<file path="config.mk">
export PLATFORM = sky130hd
export DESIGN_NAME = ddr2_if_local_cmd_adapter
export DESIGN_NICKNAME = d
export VERILOG_FILES = /design/src/rtl/ddr2_if_local_cmd_adapter.sv
export SDC_FILE = /design/constraint.sdc
export NUM_CORES = 1
export LEC_CHECK = 0
export CAP_MARGIN = 20
export CORE_MARGIN = 5
export CORE_UTILIZATION = 45
export DETAILED_ROUTE_END_ITERATION = 8
export PLACE_DENSITY_LB_ADDON = 0.2
export SETUP_SLACK_MARGIN = 0.1
export SYNTH_ARGS = -nofsm -noshare
export SYNTH_HDL_FRONTEND = slang
export SYNTH_SLANG_ARGS = --single-unit
</file>
<file path="constraint.sdc">
create_clock -name phy_clk -period 6.4 [get_ports phy_clk]
set_clock_uncertainty 0.1 [all_clocks]
set_input_delay 0.64 -clock phy_clk [delete_from_list [all_inputs] [get_ports phy_clk]]
set_output_delay 0.64 -clock phy_clk [all_outputs]
set_load 0.01 [all_outputs]
</file>
<file path="src/rtl/ddr2_if_local_cmd_adapter.sv">
// Client command adapter for a DDR2 controller local interface: one request in flight,
// write data staged in a small FIFO for the controller to pull, read responses forwarded.
module ddr2_if_local_cmd_adapter #(
  parameter int ADDR_W     = 22,
  parameter int DATA_W     = 128,
  parameter int BE_W       = 16,
  parameter int WBUF_DEPTH = 4,
  parameter int MAX_RD     = 8
) (
  input  logic              phy_clk,
  input  logic              reset_phy_clk_n,
  input  logic              cmd_valid,
  output logic              cmd_ready,
  input  logic              cmd_write,
  input  logic [ADDR_W-1:0] cmd_addr,
  input  logic [DATA_W-1:0] cmd_wdata,
  input  logic [BE_W-1:0]   cmd_be,
  output logic              rsp_valid,
  output logic [DATA_W-1:0] rsp_data,
  output logic              err_underflow,
  output logic              err_unexpected_rd,
  input  logic              local_init_done,
  input  logic              local_ready,
  output logic              local_write_req,
  output logic              local_read_req,
  output logic              local_burstbegin,
  output logic              local_size,
  output logic [ADDR_W-1:0] local_address,
  input  logic              local_wdata_req,
  output logic [DATA_W-1:0] local_wdata,
  output logic [BE_W-1:0]   local_be,
  input  logic              local_rdata_valid,
  input  logic [DATA_W-1:0] local_rdata,
  output logic [1:0]        dbg_state
);

  // Handshakes: a command transfers on a cycle with cmd_valid & cmd_ready; a controller
  // request transfers on a REQ cycle with local_ready; rsp_valid is a one-cycle pulse with
  // no backpressure.

  localparam int PTR_W = (WBUF_DEPTH > 1) ? $clog2(WBUF_DEPTH) : 1;
  localparam int CNT_W = PTR_W + 1;
  localparam int RC_W  = $clog2(MAX_RD + 1);

  localparam logic [1:0] S_INIT = 2'd0;
  localparam logic [1:0] S_IDLE = 2'd1;
  localparam logic [1:0] S_REQ  = 2'd2;

  localparam logic [CNT_W-1:0] WBUF_FULL = CNT_W'(WBUF_DEPTH);
  localparam logic [RC_W-1:0]  RD_LIMIT  = RC_W'(MAX_RD);

  logic [1:0]        r_state;
  logic              r_first;
  logic              r_is_write;
  logic [ADDR_W-1:0] r_addr;

  logic [DATA_W-1:0] r_mem_data [WBUF_DEPTH];
  logic [BE_W-1:0]   r_mem_be   [WBUF_DEPTH];
  logic [PTR_W-1:0]  r_wr_ptr;
  logic [PTR_W-1:0]  r_rd_ptr;
  logic [CNT_W-1:0]  r_wcount;
  logic [DATA_W-1:0] r_wdata;
  logic [BE_W-1:0]   r_be;

  logic [RC_W-1:0]   r_rd_count;
  logic              r_err_uf;
  logic              r_err_ur;
  logic              r_rsp_valid;
  logic [DATA_W-1:0] r_rsp_data;

  logic w_pop;
  logic w_wbuf_room;
  logic w_rd_room;
  logic w_cmd_ready;
  logic w_accept;
  logic w_push;
  logic w_rd_issue;
  logic w_rd_ret;

  // A full buffer still takes a write when the controller pops in the same cycle.
  assign w_pop       = local_wdata_req && (r_wcount != '0);
  assign w_wbuf_room = (r_wcount != WBUF_FULL) || w_pop;
  assign w_rd_room   = (r_rd_count < RD_LIMIT);
  assign w_cmd_ready = (r_state == S_IDLE) && local_init_done &&
                       (cmd_write ? w_wbuf_room : w_rd_room);
  assign w_accept    = cmd_valid && w_cmd_ready;
  assign w_push      = w_accept && cmd_write;
  assign w_rd_issue  = (r_state == S_REQ) && !r_is_write && local_ready && local_init_done;
  assign w_rd_ret    = local_rdata_valid && (r_rd_count != '0);

  always_ff @(posedge phy_clk or negedge reset_phy_clk_n) begin
    if (!reset_phy_clk_n) begin
      r_state    <= S_INIT;
      r_first    <= 1'b0;
      r_is_write <= 1'b0;
      r_addr     <= '0;
    end else begin
      r_first <= 1'b0;
      case (r_state)
        S_INIT: begin
          if (local_init_done) r_state <= S_IDLE;
        end
        S_IDLE: begin
          if (!local_init_done) begin
            r_state <= S_INIT;
          end else if (w_accept) begin
            r_state    <= S_REQ;
            r_first    <= 1'b1;
            r_is_write <= cmd_write;
            r_addr     <= cmd_addr;
          end
        end
        S_REQ: begin
          // Losing calibration drops the pending request outright.
          if (!local_init_done)  r_state <= S_INIT;
          else if (local_ready)  r_state <= S_IDLE;
        end
        default: r_state <= S_INIT;
      endcase
    end
  end

  always_ff @(posedge phy_clk) begin
    if (w_push) begin
      r_mem_data[r_wr_ptr] <= cmd_wdata;
      r_mem_be[r_wr_ptr]   <= cmd_be;
    end
  end

  always_ff @(posedge phy_clk or negedge reset_phy_clk_n) begin
    if (!reset_phy_clk_n) begin
      r_wr_ptr <= '0;
      r_rd_ptr <= '0;
      r_wcount <= '0;
      r_wdata  <= '0;
      r_be     <= '0;
      r_err_uf <= 1'b0;
    end else begin
      if (w_push) r_wr_ptr <= r_wr_ptr + PTR_W'(1);
      if (w_pop) begin
        r_rd_ptr <= r_rd_ptr + PTR_W'(1);
        r_wdata  <= r_mem_data[r_rd_ptr];
        r_be     <= r_mem_be[r_rd_ptr];
      end
      case ({w_push, w_pop})
        2'b10:   r_wcount <= r_wcount + CNT_W'(1);
        2'b01:   r_wcount <= r_wcount - CNT_W'(1);
        default: r_wcount <= r_wcount;
      endcase
      if (local_wdata_req && (r_wcount == '0)) r_err_uf <= 1'b1;
    end
  end

  always_ff @(posedge phy_clk or negedge reset_phy_clk_n) begin
    if (!reset_phy_clk_n) begin
      r_rd_count  <= '0;
      r_err_ur    <= 1'b0;
      r_rsp_valid <= 1'b0;
      r_rsp_data  <= '0;
    end else begin
      case ({w_rd_issue, w_rd_ret})
        2'b10:   r_rd_count <= r_rd_count + RC_W'(1);
        2'b01:   r_rd_count <= r_rd_count - RC_W'(1);
        default: r_rd_count <= r_rd_count;
      endcase
      // Stray read data is flagged but still forwarded to the client.
      if (local_rdata_valid && (r_rd_count == '0)) r_err_ur <= 1'b1;
      r_rsp_valid <= local_rdata_valid;
      r_rsp_data  <= local_rdata;
    end
  end

  assign cmd_ready         = w_cmd_ready;
  assign local_write_req   = (r_state == S_REQ) && r_is_write;
  assign local_read_req    = (r_state == S_REQ) && !r_is_write;
  assign local_burstbegin  = (r_state == S_REQ) && r_first;
  assign local_size        = 1'b1;
  assign local_address     = r_addr;
  assign local_wdata       = r_wdata;
  assign local_be          = r_be;
  assign rsp_valid         = r_rsp_valid;
  assign rsp_data          = r_rsp_data;
  assign err_underflow     = r_err_uf;
  assign err_unexpected_rd = r_err_ur;
  assign dbg_state         = r_state;

endmodule
</file>
==> flow_summary.toml <==
[clock_network]
cts_tree = "yes"
root_buffer = "clkbuf_16"
htreeDepth = 3
clockBufferDepth = 3
clk-insertion-delay-late_ns = 0.62
cts_sinks = 888
clkTransAtPathRegs_ns = 0.06
cts_buffers = 91
cts_resized = 0

[worst_setup_path]
worst-path-buf-inv = 2
cpMaxStageDelayCell = "and2_4"
crit_path_max_fanout = 53
crit_family = "simple AND/OR/NAND/NOR gates"
required_ns = 6.54
cp-end-kind = "flip-flop"
startpoint_type = "input pin"
arrival_ns = 3.43
slowest_delay_ns = 0.76
crit_chain = "clkdlybuf4s50_1 -> nor2b_1 -> and4_1 -> and2_4 -> buf_4"
worstSetupPathType = "input pin to flip-flop"

[pwr]
p_per_area_nw_per_um2 = 411
vdd_drop_max_mv = 0.353
leakage_nw = 15.4

[routing]
viasPerCell = 5.04
ant_nets = 0
wirelength_um = 80700
drc_errors = 0
drtIter0Drc = 946
first_pass_iters = 5
wl_per_cell_um = 24.5
num_vias = 16600

[global_route]
grt_pass1_vias = 17600
grt_pass1_wl_um = 118000
grt_max_degree = 129
antenna_found_initial = 24
globalRoute.totalOverflow = 0
grt_usage = 0.215

[placement]
gp_congestion = 0.840
io_buffers = 604
place_area_sq_um = 38200
pre_cts_slack_ns = 2.44
dpl.hpwl_um = 53000

[floorplan]
start_util = 0.453
coreArea_sq_um = 68600
rows = 96
die_area_sq_um = 74400
io_pins = 606
dieHeight_um = 273
die_x_um = 273

[cells_and_area]
drive_gt1_frac = 0.139
nets = 2586
fin_area_sq_um = 41400
area_growth_pct = 33.2

[sta]
tns_ns = 0
slew_viol_final = 0
relSlewSlack = 0.291
setup_viol = 0
holdWs_ns = 0.352
max_freq_mhz = 304
rsz0062_at_grt = "false"
fin_crit_ns = 3.29
tightest_slew_ns = 1.06
hold_viol = 0
fin_crit_sh = 0.513
final.setup.worst_slack_ns = 3.11

[yosys]
synth_cell_types = 39
synth_top_family_by_area = "multiplexers"
ys_seq_area_frac = 0.808
synth_area_leaders = "edfxtp_1 56%, dfrtp_1 25%, mux4_2 10%, nand2_1 5.3%, mux2_2 0.76%"
yosys_most_used_dff = "edfxtp_1"
yosysTopAreaCell = "edfxtp_1"
ys_warn_count = 0
yosys.area_share.simple = 0.0578
synthTopCellsByCount = "576 x edfxtp_1, 437 x nand2_1, 312 x dfrtp_1"
ys_async_sr_fraction = 0.351
synth_mux_area_frac = 0.113
synth-edff-count = 576
yosysTopAreaCellShare = 0.557
synthAdderAreaFrac = 0.00451
ys_ff_latch = 888
avgSynthCellArea_sq_um = 19.1
synth_compound_area_frac = 0.00234
yosysMostFrequentCell = "edfxtp_1"
synth_xor_area_frac = 0.00254
postSynthCellCount = 1627
syn_area_sq_um = 31100
syn_nets = 1939

[status]
outcome = "finished clean"

[job]
drv_cap = 0

[min_path]
hold_path.class = "input pin to flip-flop"
[worst register-to-register path: cells and delay by family, from the launching register on]
family | cells | cell delay, ns
DFF | 1 | 0.43
buffers and inverters | 1 | 0.65
and+or+nand+nor | 3 | 1.55
[layout make-up]
cell class / instances / area, sq um
Tap cell: 931 / 1160
Inverter: 12 / 50.0
Clock inverter: 34 / 452
Multi-Input combinational cell: 659 / 5620
Timing Repair Buffer: 622 / 6280
Antenna cell: 9 / 22.5
Fill cell: 5030 / 27200
Clock buffer: 138 / 2670
Sequential cell: 888 / 25100
[where the power goes]
| group | internal, mW | switching (mW) |
|---|---|---|
| combinational | 2.25 | 1.92 |
| clock | 3.30 | 2.13 |
| sequential | 6.83 | 0.563 |
| total | 12.4 | 4.61 |
[path summary, 6_finish.rpt]
kind	start	to	slack, ns	depth (start not counted)
min	local_rdata[93]	rsp_data[93]	0.35	1
min reg2reg	err_underflow	err_underflow	0.36	1
max	local_init_done	r_mem_data[3][24]	3.11	5
max reg2reg	dbg_state[1]	r_mem_data[3][24]	3.26	4
max in group asynchronous	reset_phy_clk_n	local_wdata[89]	4.48	3
min in group asynchronous	reset_phy_clk_n	local_address[18]	0.44	2
[metrics by stage]
stage | util | total power, mW | instances
floorplan | - | 9.58 | 1627
global placement | 0.557 | 11.7 | 3111
detailed placement | 0.557 | 11.8 | 3111
CTS | 0.603 | 17.3 | 3284
global route | 0.603 | 17.8 | 3286
finish | 0.603 | 17.0 | 3293
[per-layer routing]
layer	vias to the layer above	part of all wire	track usage	wire, um
met5	-	0.0022	0	178
met4	28	0.046	0.0897	3720
met3	165	0.081	0.0694	6540
met2	573	0.50	0.357	40000
met1	8517	0.37	0.262	30300
li1	7318	-	-	-
[what timing repair did]
action,CTS,global route
hold buffers,1,0
buffers inserted,0,0
hold endpoints to repair,46,0
[state kept, by name (all words and copies together), names as in the netlist]
register / flops
r_first: 1
r_rd_count: 4
dbg_state: 2
err_unexpected_rd: 1
local_be: 16
rsp_valid: 1
r_mem_data: 512
r_wr_ptr: 2
local_address: 22
rsp_data: 128
r_rd_ptr: 2
r_mem_be: 64
r_is_write: 1
err_underflow: 1
local_wdata: 128
r_wcount: 3
[kinds of logic (layout without fill, tap and decap cells)]
family / count (synthesis) / count (layout)
XOR/XNOR: 9 / 9
AND/OR/NAND/NOR: 460 / 460
multiplexers: 168 / 168
buffers and inverters: 80 / 806
flip-flops: 888 / 888
adder cells (fa/ha/maj): 10 / 10
AO/OA/AOI/OAI: 11 / 11
other: 1 / 10
[cell usage in the layout, fill, tap and decap left out, types with 3 or more instances in the layout]
cell type / instances
clkinv_2: 8
mux4_2: 144
xor2_1: 4
o21ai_0: 3
clkdlybuf4s50_1: 603
ha_1: 8
xnor2_1: 5
clkbuf_1: 29
clkbuf_16: 95
dfrtp_1: 310
and2_4: 4
a21o_1: 3
mux2_2: 21
inv_1: 11
buf_4: 10
diode_2: 9
buf_12: 7
clkinvlp_4: 3
edfxtp_1: 576
clkinv_1: 9
nand2_1: 437
clkbuf_8: 13
bufinv_16: 10
(Power assumes the default switching activity.)
==> variant: new RTL, config.mk and constraints unchanged <==
The parameter `MAX_RD` goes from 8 to 32.
--- a/src/rtl/ddr2_if_local_cmd_adapter.sv
+++ b/src/rtl/ddr2_if_local_cmd_adapter.sv
@@ -5,7 +5,7 @@
   parameter int DATA_W     = 128,
   parameter int BE_W       = 16,
   parameter int WBUF_DEPTH = 4,
-  parameter int MAX_RD     = 8
+  parameter int MAX_RD     = 32
 ) (
   input  logic              phy_clk,
   input  logic              reset_phy_clk_n,
Function: same outputs for any inputs over 4 cycles, from zero or initial values and one cycle with reset_phy_clk_n low; that may be too few to reach the edited logic, so the function may still have changed.
==> variant against the unedited design <==
- sequential cell count grew 2
- critical path depth is the same
- total power grew 1.1%
- highest routed layer unchanged
- critical path type is now primary input to primary output
- combinational power is essentially flat
- worst setup slack gained 0.078 ns
- routed wire length grew 1.9%
- area after synthesis grew 0.85%
- final area grew 0.81%
==> variant: results (changes against the unedited design) <==
\begin{tabular}{lr}
\hline
Metric & Value \\
\hline
\multicolumn{2}{l}{\textbf{Layout}} \\
\quad Number of nets in the finished design & 2609 (+0.89\%) \\
\quad Share of cells above drive strength 1 & 14.4\% (+0.50 points) \\
\multicolumn{2}{l}{\textbf{Drt}} \\
\quad Via Count & 16.8k (+1.0\%) \\
\quad First DRT Iteration DRCs & 935 (-1.2\%) \\
\quad Number of detailed-routing iterations run before antenna repair & 4 (-1) \\
\multicolumn{2}{l}{\textbf{Synth}} \\
\quad Post-Synth Adder-Cell Area & 0.383\% (-0.068 points) \\
\quad Async SR Flop Fraction & 35.3\% (+0.15 points) \\
\quad Post-synthesis compound-gate area fraction & 0.399\% (+0.17 points) \\
\quad Ranking of synthesized cells by instance count & 576 x sky130\_fd\_sc\_hd\_\_edfxtp\_1, 436 x sky130\_fd\_sc\_hd\_\_nand2\_1, 314 x sky130\_fd\_sc\_hd\_\_dfrtp\_1 \\
\quad Post-synth net total & 1964 (+1.3\%) \\
\quad Share of synthesized area spent on multiplexers & 11.4\% (+0.13 points) \\
\quad Xor and xnor area share after synthesis & 0.363\% (+0.11 points) \\
\quad Sequential share of the synthesized area & 80.3\% (-0.52 points) \\
\multicolumn{2}{l}{\textbf{Worst setup path}} \\
\quad Critical R2R Launch & r\_rd\_count[1] \\
\quad Slack of the worst reg-to-reg path & 3.33 ns (+0.07 ns) \\
\quad R2R cell count & 10 (+6) \\
\quad Delay of the slowest critical-path stage & 0.64 ns (-0.12 ns) \\
\quad Arrival time at the worst endpoint & 2.47 ns (-0.96 ns) \\
\quad Maximum fanout count along the critical path & 7 (-87\%) \\
\multicolumn{2}{l}{\textbf{Status}} \\
\quad Run status & finished, final reports clean \\
\multicolumn{2}{l}{\textbf{Placement}} \\
\quad Cell area after placement & 0.0385 mm\^{}2 (+0.72\%) \\
\quad Worst Setup Slack post-DPL & 2.59 ns (+0.145 ns) \\
\quad GPL Wtd Cong & 0.855 (+1.8\%) \\
\multicolumn{2}{l}{\textbf{Global route}} \\
\quad Fraction of met1 tracks used by global routing & 26.3\% (+0.14 points) \\
\quad Pin count of the biggest net entering global routing & 166 (+29\%) \\
\multicolumn{2}{l}{\textbf{Timing}} \\
\quad Final hold slack & 0.341 ns (-0.0112 ns) \\
\quad Max transition margin & 25.9\% (-3.3 points) \\
\hline
\end{tabular}
-- variant: layout make-up --
cell class | count | area (um^2) | share of cell area, %
clock buffer | 124 | 2510 | 6.02
inverter | 10 | 42.5 | 0.102
timing repair buffer | 626 | 6310 | 15.1
tap | 931 | 1160 | 2.79
multi-input combinational | 680 | 5830 | 14.0
clock inverter | 46 | 674 | 1.62
sequential | 890 | 25200 | 60.3
antenna | 9 | 22.5 | 0.0540
-- variant: cells by family (layout without fill, tap and decap cells) --
kind of cell    count (synthesis)  after routing
xor+xnor                       13             13
fa+ha+maj                       9              9
mux                           170            170
other cells                     1             10
flops                         890            890
buf+inv                        83            806
simple gates                  469            469
compound gates                 18             18
-- variant: metal layers --
| layer | share of wire (%) | vias up |
|---|---|---|
| met5 | 0.30 | - |
| met4 | 3.4 | 36 |
| met3 | 9.3 | 169 |
| met2 | 50 | 549 |
| met1 | 37 | 8603 |
| li1 | - | 7414 |
-- variant: repair_timing --
| action | 4_1_cts | 5_1_grt |
|---|---|---|
| hold endpoints to repair | 90 | 0 |
| hold buffers | 1 | 0 |
| setup endpoints to repair | 0 | 0 |
-- variant: worst max-delay path by stage --
stage,start,endpoint,cells past startpoint
finish,cmd_write,cmd_ready,5
detailed placement,cmd_write,r_mem_data[3][124],6
global placement,cmd_write,r_mem_data[3][124],6
CTS,cmd_write,cmd_ready,5
global route,cmd_write,r_mem_be[3][10],6
floorplan,local_wdata_req,r_mem_be[0][0],6
-- variant: report_power, final --
part / internal [mW] / switching (mW) / total [mW]
Clock: 3.34 / 2.22 / 5.56
Combinational: 2.28 / 1.90 / 4.18
Sequential: 6.82 / 0.610 / 7.43
-- variant: critical path: cells and delay by family --
family | cells | cell delay (ns)
compound gates | 1 | 0.32
simple gates | 2 | 0.31
buf+inv | 2 | 1.19
